### config.mk
export PLATFORM = sky130hd
export DESIGN_NAME = i2c_cmd_sequencer
export DESIGN_NICKNAME = d
export VERILOG_FILES = /design/src/rtl/i2c_pkg.sv /design/src/rtl/i2c_cmd_fifo.sv /design/src/rtl/i2c_cmd_sequencer.sv
export SDC_FILE = /design/constraint.sdc
export NUM_CORES = 1
export LEC_CHECK = 0
export ABC_AREA = 1
export BUFFER_PORTS_ARGS = -buffer_cell sky130_fd_sc_hd__buf_2
export CORE_MARGIN = 10
export CORE_UTILIZATION = 45
export CTS_BUF_LIST = sky130_fd_sc_hd__clkbuf_16
export DETAILED_ROUTE_END_ITERATION = 6
export GPL_TIMING_DRIVEN = 0
export HOLD_SLACK_MARGIN = 0.1
export PLACE_DENSITY_LB_ADDON = 0.3
export SYNTH_ARGS = -nofsm -noshare
export SYNTH_HDL_FRONTEND = slang
export SYNTH_HIERARCHICAL = 1
export SYNTH_SLANG_ARGS = --single-unit
export TNS_END_PERCENT = 1
### constraint.sdc
create_clock -name CLK -period 4.25 [get_ports CLK]
set_clock_uncertainty 0.05 [all_clocks]
set_input_delay 0.425 -clock CLK [delete_from_list [all_inputs] [get_ports CLK]]
set_output_delay 0.425 -clock CLK [all_outputs]
set_load 0.01 [all_outputs]
### src/rtl/i2c_pkg.sv
// Shared definitions for the I2C command sequencer: state encoding, default
// phase lengths and the queued command layout.
package i2c_pkg;

  localparam int unsigned CNT_W           = 24;
  localparam int unsigned LEVEL_W         = 7;
  localparam int unsigned I2C_FRAME_BITS  = 168;
  localparam int unsigned DEF_HOLD_CYCLES = 131072;
  localparam int unsigned DEF_WAIT_CYCLES = 6291456;

  typedef enum logic [1:0] {
    IDLE   = 2'd0,
    LOAD   = 2'd1,
    ASSERT = 2'd2,
    WAIT   = 2'd3
  } seq_state_e;

  typedef struct packed {
    logic [1:0]  lines;
    logic [15:0] data12;
    logic [15:0] data34;
  } i2c_cmd_t;

  localparam int unsigned CMD_W = $bits(i2c_cmd_t);

endpackage

### src/rtl/i2c_cmd_fifo.sv
// Command FIFO: power-of-two depth, wrapping pointers, registered level/full
// and a sticky overflow flag for pushes that find no free slot.
module i2c_cmd_fifo
  import i2c_pkg::*;
#(
  parameter int unsigned DEPTH = 8,
  parameter int unsigned WIDTH = 34
) (
  input  logic               CLK,
  input  logic               RST,
  input  logic               push,
  input  logic [WIDTH-1:0]   push_data,
  input  logic               pop,
  output logic [WIDTH-1:0]   head_c,
  output logic [LEVEL_W-1:0] level,
  output logic               full,
  output logic               overflow
);

  localparam int unsigned PTR_W = $clog2(DEPTH);

  logic [WIDTH-1:0]   mem [DEPTH];
  logic [PTR_W-1:0]   wr_ptr;
  logic [PTR_W-1:0]   rd_ptr;
  logic               push_ok;
  logic               pop_ok;
  logic [LEVEL_W-1:0] level_nxt;

  // A pop in the same cycle frees a slot, so a push at full is still taken
  assign pop_ok  = pop && (level != '0);
  assign push_ok = push && (!full || pop_ok);
  assign head_c  = mem[rd_ptr];

  always_comb begin
    level_nxt = level;
    if (push_ok && !pop_ok) begin
      level_nxt = level + LEVEL_W'(1);
    end else if (!push_ok && pop_ok) begin
      level_nxt = level - LEVEL_W'(1);
    end
  end

  always_ff @(posedge CLK) begin
    if (push_ok) begin
      mem[wr_ptr] <= push_data;
    end
  end

  always_ff @(posedge CLK or posedge RST) begin
    if (RST) begin
      wr_ptr   <= '0;
      rd_ptr   <= '0;
      level    <= '0;
      full     <= 1'b0;
      overflow <= 1'b0;
    end else begin
      if (push_ok) wr_ptr <= wr_ptr + PTR_W'(1);
      if (pop_ok)  rd_ptr <= rd_ptr + PTR_W'(1);
      level <= level_nxt;
      full  <= (level_nxt == LEVEL_W'(DEPTH));
      if (push && !push_ok) overflow <= 1'b1;
    end
  end

endmodule

### src/rtl/i2c_cmd_sequencer.sv
// Pops queued I2C commands and drives the transmitter through a
// LOAD / ASSERT (ENABLE high) / WAIT (frame in flight) sequence.
module i2c_cmd_sequencer
  import i2c_pkg::*;
#(
  parameter int unsigned DEPTH       = 8,
  parameter int unsigned HOLD_CYCLES = DEF_HOLD_CYCLES,
  parameter int unsigned WAIT_CYCLES = DEF_WAIT_CYCLES
) (
  input  logic               CLK,
  input  logic               RST,
  input  logic               WR_EN,
  input  logic [31:0]        WR_DATA,
  input  logic [1:0]         WR_LINES,
  output logic               FULL,
  output logic [LEVEL_W-1:0] LEVEL,
  output logic               OVERFLOW,
  output logic               ENABLE,
  output logic [1:0]         I2CLINES,
  output logic [15:0]        I2CDATA12,
  output logic [15:0]        I2CDATA34,
  output logic               BUSY,
  output logic               DONE
);

  // Zero-length phases collapse to a single cycle
  localparam logic [CNT_W-1:0] HOLD_LOAD =
    (HOLD_CYCLES == 0) ? CNT_W'(1) : CNT_W'(HOLD_CYCLES);
  localparam logic [CNT_W-1:0] WAIT_LOAD =
    (WAIT_CYCLES == 0) ? CNT_W'(1) : CNT_W'(WAIT_CYCLES);

  seq_state_e       state;
  seq_state_e       state_nxt;
  logic [CNT_W-1:0] cnt;
  logic [CNT_W-1:0] cnt_nxt;
  logic             pop_c;
  i2c_cmd_t         wr_cmd;
  i2c_cmd_t         head;
  logic [CMD_W-1:0] head_raw;

  assign wr_cmd = '{lines: WR_LINES, data12: WR_DATA[31:16], data34: WR_DATA[15:0]};
  assign head   = head_raw;

  i2c_cmd_fifo #(
    .DEPTH (DEPTH),
    .WIDTH (CMD_W)
  ) u_fifo (
    .CLK       (CLK),
    .RST       (RST),
    .push      (WR_EN),
    .push_data (wr_cmd),
    .pop       (pop_c),
    .head_c    (head_raw),
    .level     (LEVEL),
    .full      (FULL),
    .overflow  (OVERFLOW)
  );

  always_ff @(posedge CLK or posedge RST) begin
    if (RST) begin
      state <= IDLE;
      cnt   <= '0;
    end else begin
      state <= state_nxt;
      cnt   <= cnt_nxt;
    end
  end

  always_comb begin
    state_nxt = state;
    cnt_nxt   = cnt;
    pop_c     = 1'b0;
    case (state)
      IDLE: begin
        if (LEVEL != '0) begin
          pop_c     = 1'b1;
          state_nxt = LOAD;
        end
      end
      LOAD: begin
        state_nxt = ASSERT;
        cnt_nxt   = HOLD_LOAD;
      end
      ASSERT: begin
        if (cnt == CNT_W'(1)) begin
          state_nxt = WAIT;
          cnt_nxt   = WAIT_LOAD;
        end else begin
          cnt_nxt = cnt - CNT_W'(1);
        end
      end
      WAIT: begin
        if (cnt == CNT_W'(1)) begin
          state_nxt = IDLE;
          cnt_nxt   = '0;
        end else begin
          cnt_nxt = cnt - CNT_W'(1);
        end
      end
      default: begin
        state_nxt = IDLE;
        cnt_nxt   = '0;
      end
    endcase
  end

  // Outputs follow the next state so they line up with the state register
  always_ff @(posedge CLK or posedge RST) begin
    if (RST) begin
      ENABLE    <= 1'b0;
      BUSY      <= 1'b0;
      DONE      <= 1'b0;
      I2CLINES  <= 2'b00;
      I2CDATA12 <= '0;
      I2CDATA34 <= '0;
    end else begin
      ENABLE <= (state_nxt == ASSERT);
      BUSY   <= (state_nxt != IDLE);
      DONE   <= (state == WAIT) && (state_nxt == IDLE);
      if (pop_c) begin
        I2CLINES  <= head.lines;
        I2CDATA12 <= head.data12;
        I2CDATA34 <= head.data34;
      end else if (state_nxt == IDLE) begin
        I2CLINES <= 2'b00;
      end
    end
  end

endmodule

==> summary.md, run 1 <==
| Metric | Value |
|---|---|
| Syn nets | `1,361` |
| Die Span Y | `200 um` |
| RePlAce Congestion | `0.844` |
| Antenna violations before repair | `3` |
| Drt pass-1 iters | `5` |
| Number of global-route vias before repair | `10.1k` |
| Layout cells sized above 1 | `14.9%` |
| Row Count | `65` |
| Synthesized-area fraction occupied by adder cells | `0.599%` |
| Via/cell ratio | `5.36` |
| CP cell instances | `nor2_4 -> nand2_2 -> inv_2 -> buf_2 -> nand2_4 -> nand2_1 -> nand2_1 -> or2_2 -> nor2_4 -> buf_16` |
| Largest stage delay on the critical path | `580 ps` |
| Syn Inst Count | `1,317` |
| Largest family of logic cells by synthesized area | `simple AND/OR/NAND/NOR gates` |
| Complex-gate fraction of the synthesized area | `8.79%` |
| Post-synth top area share | `55.9%` |
| Pin count of the biggest net entering global routing | `64` |
| Period Utilization, post-route | `83.4%` |
| First-pass GRT wire length | `56,700 um` |
| Buf+Inv Stages, Crit Path | `3` |
| Startpoint Class | `flop` |
| Max VDD drop | `0.293 mV` |
| GR Util All Layers | `17.6%` |
| Routed via count | `10.2k` |
| Leakage power | `0.00648 uW` |
| Hold Crit Class | `in2reg` |
| Slew margin rel. | `51.1%` |
| CTS tree | `built` |
| R2R Setup Slk | `710 ps` |
| Die Area | `40,100 sq um` |
| DP HPWL | `23,900 um` |
| Syn_area_per_cell | `11.1 sq um` |
| Psw | `2130 uW` |
| P_int | `6260 uW` |
| Max-slew violations | `0` |
| Num Clock Sinks | `350` |
| Seq/Total Area, Yosys | `69.2%` |
| CTS clock-pin slew for the worst setup and hold paths | `60 ps` |
| N_diodes | `0` |
| Max-cap violation count | `0` |
| Setup Crit Path Kind | `reg2reg` |
| CTS Buffer Depth | `3` |
| Initial core utilization | `46.0%` |
| Wirelength per Cell | `19.2 um` |
| FILL cells | `2,694` |
| DRC | `0` |
| Worst slew pin tran | `732 ps` |
| Synth Flop Type | `edfxtp_1` |
| Fmax | `282 MHz` |
| CTS resizes | `0` |
| CTS root buffer | `clkbuf_16` |
| YS warnings | `6` |
| Core Region | `31,800 sq um` |
| Yosys reg bits | `350` |
| Distinct cells, synth | `36` |
| Final instance area | `17,100 sq um` |
| Simple-gate portion of the synthesized area | `16.9%` |
| Antenna Nets Post-Route | `0` |
| Ports | `83` |
| Seq pwr share | `50.7%` |
| Area of the mapped netlist | `14,600 sq um` |
| Die Wd | `200 um` |
| Dpl cell area | `15,900 sq um` |
| Status | `completed` |
| Top post-synthesis cells by area | `edfxtp_1, dfrtp_1, nor2_1, nand2_1, o21ai_0` |
| DRT iter0 DRCs | `797` |
| Post-synth EDFFs | `272` |
| Mux share of post-synthesis cell area | `0%` |
| Hold Violations, Final | `0` |
| Clock power frac | `37.5%` |
| Area grow syn2layout | `16.7%` |
| PD cells | `492 nW/um^2` |
| Crit. End Element | `flop` |
| Critical path's slowest cell | `nor2_4` |
| Gate power share | `11.8%` |
| H-tree levels | `2` |
| RSZ-0062 raised after global routing | `no` |
| Async S/R FF share, synth | `22.3%` |
| XOR/XNOR share of the synthesized area | `0.959%` |
| Switching Share | `25.4%` |
| CTS Buf Count | `37` |
| Number of port buffers | `82` |
| Final net count | `1,492` |
| Critical Path Fanout Max | `18` |
| Yosys top cell by area | `edfxtp_1` |
| Required @ worst endpoint | `4420 ps` |
| Gr ovfl total | `0` |
| Final setup viols | `0` |
| Later-pin clock latency in the skew report | `530 ps` |
| Final Core Density | `53.6%` |
| Min Tclk post-route | `3540 ps` |
| Total Wirelength | `36,700 um` |
| Crit path DAT | `3720 ps` |
| Delay-heaviest family, CP | `simple AND/OR/NAND/NOR gates` |
[cell type report]
| class | count | area (sq um) | area share (%) |
|---|---|---|---|
| Buffer | 62 | 282 | 1.65 |
| Clock buffer | 38 | 951 | 5.57 |
| Clock inverter | 30 | 241 | 1.42 |
| Inverter | 60 | 235 | 1.38 |
| Multi-Input combinational cell | 845 | 4040 | 23.7 |
| Sequential cell | 350 | 10100 | 59.3 |
| Tap cell | 435 | 544 | 3.19 |
| Timing Repair Buffer | 92 | 646 | 3.78 |
[per-stage QoR]
step	worst slack (ps)	setup TNS, ps	hold WS [ps]	power [uW]	cells
global placement	-1220	-302100	409	5190	1834
floorplan	640	0	276	4880	1317
CTS	646	0	107	8440	1912
detailed placement	686	0	411	5320	1843
finish	708	0	118	8390	1912
global route	466	0	116	8720	1912
[logic make-up after synthesis]
family,count (synthesis)
xor gates and xnor gates,16
buffers and inverters,122
DFF,350
adders and majority gates,7
and+or+nand+nor,586
AOI/OAI and AO/OA,236
[layout by cell type (no fill, tap or decap), types with 2 or more instances in the layout]
cell / instances
inv_1: 63
o21ai_1: 8
nand4_1: 13
o22ai_1: 45
nor2_1: 283
a31oi_1: 34
inv_4: 2
a21oi_1: 6
dfrtp_1: 78
nand3_1: 27
edfxtp_1: 272
nor3_1: 4
bufinv_16: 3
clkinv_1: 5
buf_2: 106
nand2_2: 6
o21ai_0: 141
nand3_2: 3
nand2_1: 217
clkbuf_16: 38
clkinvlp_4: 2
nand2_4: 3
nor2_2: 10
buf_1: 2
clkinv_2: 7
xor2_1: 15
nor2_4: 13
buf_4: 3
clkbuf_1: 32
inv_2: 4
ha_1: 7
buf_12: 3
nand3_4: 4
buf_16: 6
[metal layers]
layer  routed length (um)  global-route usage [%]
met1                15500                    22.6
met2                17900                    29.6
met3                 2680                    3.88
met4                  660                    4.91
met5                   40                       0
[registers in the layout (all words and copies together), names as in the netlist, 2 cells and up]
| signal | count |
|---|---|
| u_fifo/mem | 272 |
| cnt | 24 |
| state | 2 |
| I2CLINES | 2 |
| u_fifo/rd_ptr | 3 |
| u_fifo/level | 7 |
| I2CDATA34 | 16 |
| u_fifo/wr_ptr | 3 |
| I2CDATA12 | 16 |
[final timing paths]
kind,to,cells past startpoint,start
max in group asynchronous,u_fifo/rd_ptr[0],3,RST
worst max register to register,u_fifo/mem[2][15],10,state[1]
worst max-delay path,u_fifo/mem[2][15],10,state[1]
worst min register to register,I2CDATA12[12],2,I2CDATA12[12]
min in group asynchronous,I2CDATA34[2],4,RST
worst min-delay path,u_fifo/mem[2][25],1,WR_DATA[25]
[synth_stat cells, types with 13 or more instances]
cell type and count:
xor2_1 15, nand4_1 13, inv_1 53, o21ai_0 141, nand3_1 27, nor2_1 291, a31oi_1 34, clkbuf_1 32
nand2_1 217, buf_2 24, edfxtp_1 272, dfrtp_1 78, o22ai_1 45
[power by group through the flow]
stage / clock (uW) / sequential (uW) / combinational (uW)
finish: 3140 / 4260 / 993
global route: 3330 / 4290 / 1100
floorplan: 0 / 4330 / 557
detailed placement: 0 / 4320 / 991
CTS: 3190 / 4260 / 997
global placement: 0 / 4350 / 835
[what timing repair did]
item | in CTS | in global routing
buffers inserted | 0 | 0
hold endpoints to repair | 78 | 0
hold buffers | 1 | 0
(Power assumes the default switching activity.)
==> run 2, diff against run 1 <==
==> constraint.sdc (replaced) <==
create_clock -name CLK -period 3.6 [get_ports CLK]
set_clock_uncertainty 0.05 [all_clocks]
set_input_delay 0.36 -clock CLK [delete_from_list [all_inputs] [get_ports CLK]]
set_output_delay 0.36 -clock CLK [all_outputs]
set_load 0.01 [all_outputs]
==> summary.md, run 2 (synthesized netlist as in run 1, its figures left out) <==
| Metric | Value |
|---|---|
| Dpl cell area | `15,900 sq um (unchanged)` |
| PD cells | `571 nW/um^2 (+16%)` |
| Most flop-heavy register | `u_fifo/mem` |
| Leakage power | `0.00663 uW (+2.4%)` |
| Post-Layout Cell Count | `1,948 (+1.9%)` |
| Met2 usage | `29.9% (+0.30 points)` |
| Worst slew pin tran | `724 ps (-8.63 ps)` |
| Row Count | `65 (unchanged)` |
| Gate power share | `12.3% (+0.5 points)` |
| P_int | `7430 uW (+19%)` |
| RSZ-0062 raised after global routing | `no` |
| First-pass GRT wire length | `57,300 um (+1.1%)` |
| Seq pwr share | `50.5% (-0.2 points)` |
| Number of global-route vias before repair | `10.3k (+1.8%)` |
| Pin count of the biggest net entering global routing | `64 (unchanged)` |
| Largest registers | `u_fifo/mem x272, cnt x24` |
| Routed via count | `10.3k (+0.88%)` |
| Psw | `2530 uW (+19%)` |
| Required @ worst endpoint | `3770 ps (-650 ps)` |
| Design Power | `9960 uW (+19%)` |
| DRT iter0 DRCs | `811 (+1.8%)` |
| Max VDD drop | `0.347 mV (+19%)` |
| Final setup viols | `0 (unchanged)` |
| Min Tclk post-route | `3270 ps (-274 ps)` |
| Antenna Nets Post-Route | `0 (unchanged)` |
| Gr ovfl total | `0 (unchanged)` |
| Commonest cells after routing, fill and taps aside | `nor2_1, edfxtp_1, nand2_1` |
| Setup Crit Path Kind | `reg2reg` |
| Die Span Y | `200 um (unchanged)` |
| Core Region | `31,800 sq um (unchanged)` |
| Drt pass-1 iters | `4 (-1)` |
| GR peak layer | `met2` |
| Crit. End Element | `flop` |
| H-tree levels | `2 (unchanged)` |
| Wirelength per Cell | `19.0 um (-1.2%)` |
| Clock power frac | `37.2% (-0.3 points)` |
| M3 GR Usage | `3.68% (-0.21 points)` |
| Number of port buffers | `82 (unchanged)` |
| FF/Latch Area | `10,100 sq um (about the same)` |
| CTS root buffer | `clkbuf_16` |
| Ports | `83 (unchanged)` |
| Worst Hold Launch | `WR_DATA[13]` |
| Layout cells sized above 1 | `14.7% (-0.15 points)` |
| Largest register FFs | `272 (unchanged)` |
| CTS Buf Count | `37 (unchanged)` |
| Critical Path Fanout Max | `18 (unchanged)` |
| Slew margin rel. | `51.7% (+0.69 points)` |
| DP HPWL | `23,900 um (unchanged)` |
| CTS Buffer Depth | `3 (unchanged)` |
| Later-pin clock latency in the skew report | `520 ps (about the same)` |
| Launch point of the worst path | `state[1]` |
| Via/cell ratio | `5.31 (-0.99%)` |
| CTS tree | `built` |
| Final instance area | `17,400 sq um (+2.3%)` |
| Die Wd | `200 um (unchanged)` |
| Multi-input gate area | `4050 sq um (+0.12%)` |
| Hold Violations, Final | `0 (unchanged)` |
| CTS clock-pin slew for the worst setup and hold paths | `60 ps (about the same)` |
| Grt met1 use | `22.8% (+0.26 points)` |
| R2r startpoint | `state[1]` |
| Fin Hold WS | `113 ps (-4.62 ps)` |
| Area grow syn2layout | `19.4%` |
| Total Wirelength | `37,000 um (+0.62%)` |
| Fmax | `306 MHz (+8.4%)` |
| Most common cell after layout, fill and taps aside | `nor2_1` |
| Max-cap violation count | `0 (unchanged)` |
| Sum Neg Setup Slack | `0 ps (unchanged)` |
| Antenna violations before repair | `2 (-1)` |
| Max-slew violations | `0 (unchanged)` |
| Final net count | `1,527 (+2.3%)` |
| Period Utilization, post-route | `90.8% (+7.4 points)` |
| Num Clock Sinks | `350 (unchanged)` |
| Die Area | `40,100 sq um (unchanged)` |
| Startpoint Class | `flop` |
| FILL cells | `2,671 (-0.85%)` |
| Initial core utilization | `46.0% (unchanged)` |
| Crit path DAT | `3440 ps (-280 ps)` |
| DRC | `0 (unchanged)` |
| Status | `completed` |
| Hold Crit Class | `in2reg` |
| # placed instances | `1,843 (unchanged)` |
| GR Util All Layers | `17.8% (+0.13 points)` |
| Switching Share | `25.4% (about the same)` |
| RePlAce Congestion | `0.844 (unchanged)` |
[run 2: per-stage QoR]
step | worst slack, ps | util, %
5_1_grt | 90.7 | 54.9
6_report | 332 | 54.9
4_1_cts | 26.0 | 54.7
3_3_place_gp | -1870 | 49.0
2_1_floorplan | -9.52 | -
3_5_place_dp | 36.2 | 49.9
[run 2: metal layers]
layer | vias to the layer above | share of wire, % | routed length, um
li1 | 4894 | - | -
met1 | 5045 | 43 | 15800
met2 | 343 | 49 | 18100
met3 | 55 | 6.8 | 2500
met4 | 2 | 1.7 | 646
met5 | - | 0.019 | 7
[run 2: final timing paths]
kind / slack [ps] / depth (start not counted) / end
max: 330 / 10 / u_fifo/mem[6][16]
min: 110 / 1 / u_fifo/mem[4][13]
max reg2reg: 330 / 10 / u_fifo/mem[6][16]
min reg2reg: 430 / 2 / I2CDATA34[4]
max in group asynchronous: 2630 / 3 / u_fifo/level[4]
min in group asynchronous: 420 / 4 / I2CDATA34[2]
[run 2: worst max-delay path, stage by stage (launching register included)]
cell	delay, ps
dfrtp_1	480
nor2_4	250
nand2_4	190
inv_4	170
clkbuf_4	270
nand2_4	110
nand2_1	90
nand2_1	90
or2_2	410
nor2_4	560
buf_16	250
[run 2: power by group through the flow]
stage | logic, uW | registers, uW | clock network [uW]
floorplan | 657 | 5110 | 0
global placement | 986 | 5140 | 0
detailed placement | 1170 | 5100 | 0
CTS | 1210 | 5030 | 3760
global route | 1360 | 5060 | 3930
finish | 1220 | 5030 | 3710
[run 2: timing repair]
action,in CTS,in global routing
resized for setup,0,4
pin swaps,1,1
setup endpoints to repair,5,118
hold buffers,34,0
setup buffers,1,1
endpoints found under the hold margin,342,0
[run 2: cell type report]
cell class / count / share of cell area (%)
clock buffers: 38 / 5.45
multi-input cells: 845 / 23.2
repair buffers: 127 / 5.82
clock inverters: 30 / 1.38
well taps: 435 / 3.12
flip-flops and latches: 350 / 58.0
diodes: 1 / 0.0143
inverters: 60 / 1.36
plain buffers: 62 / 1.63
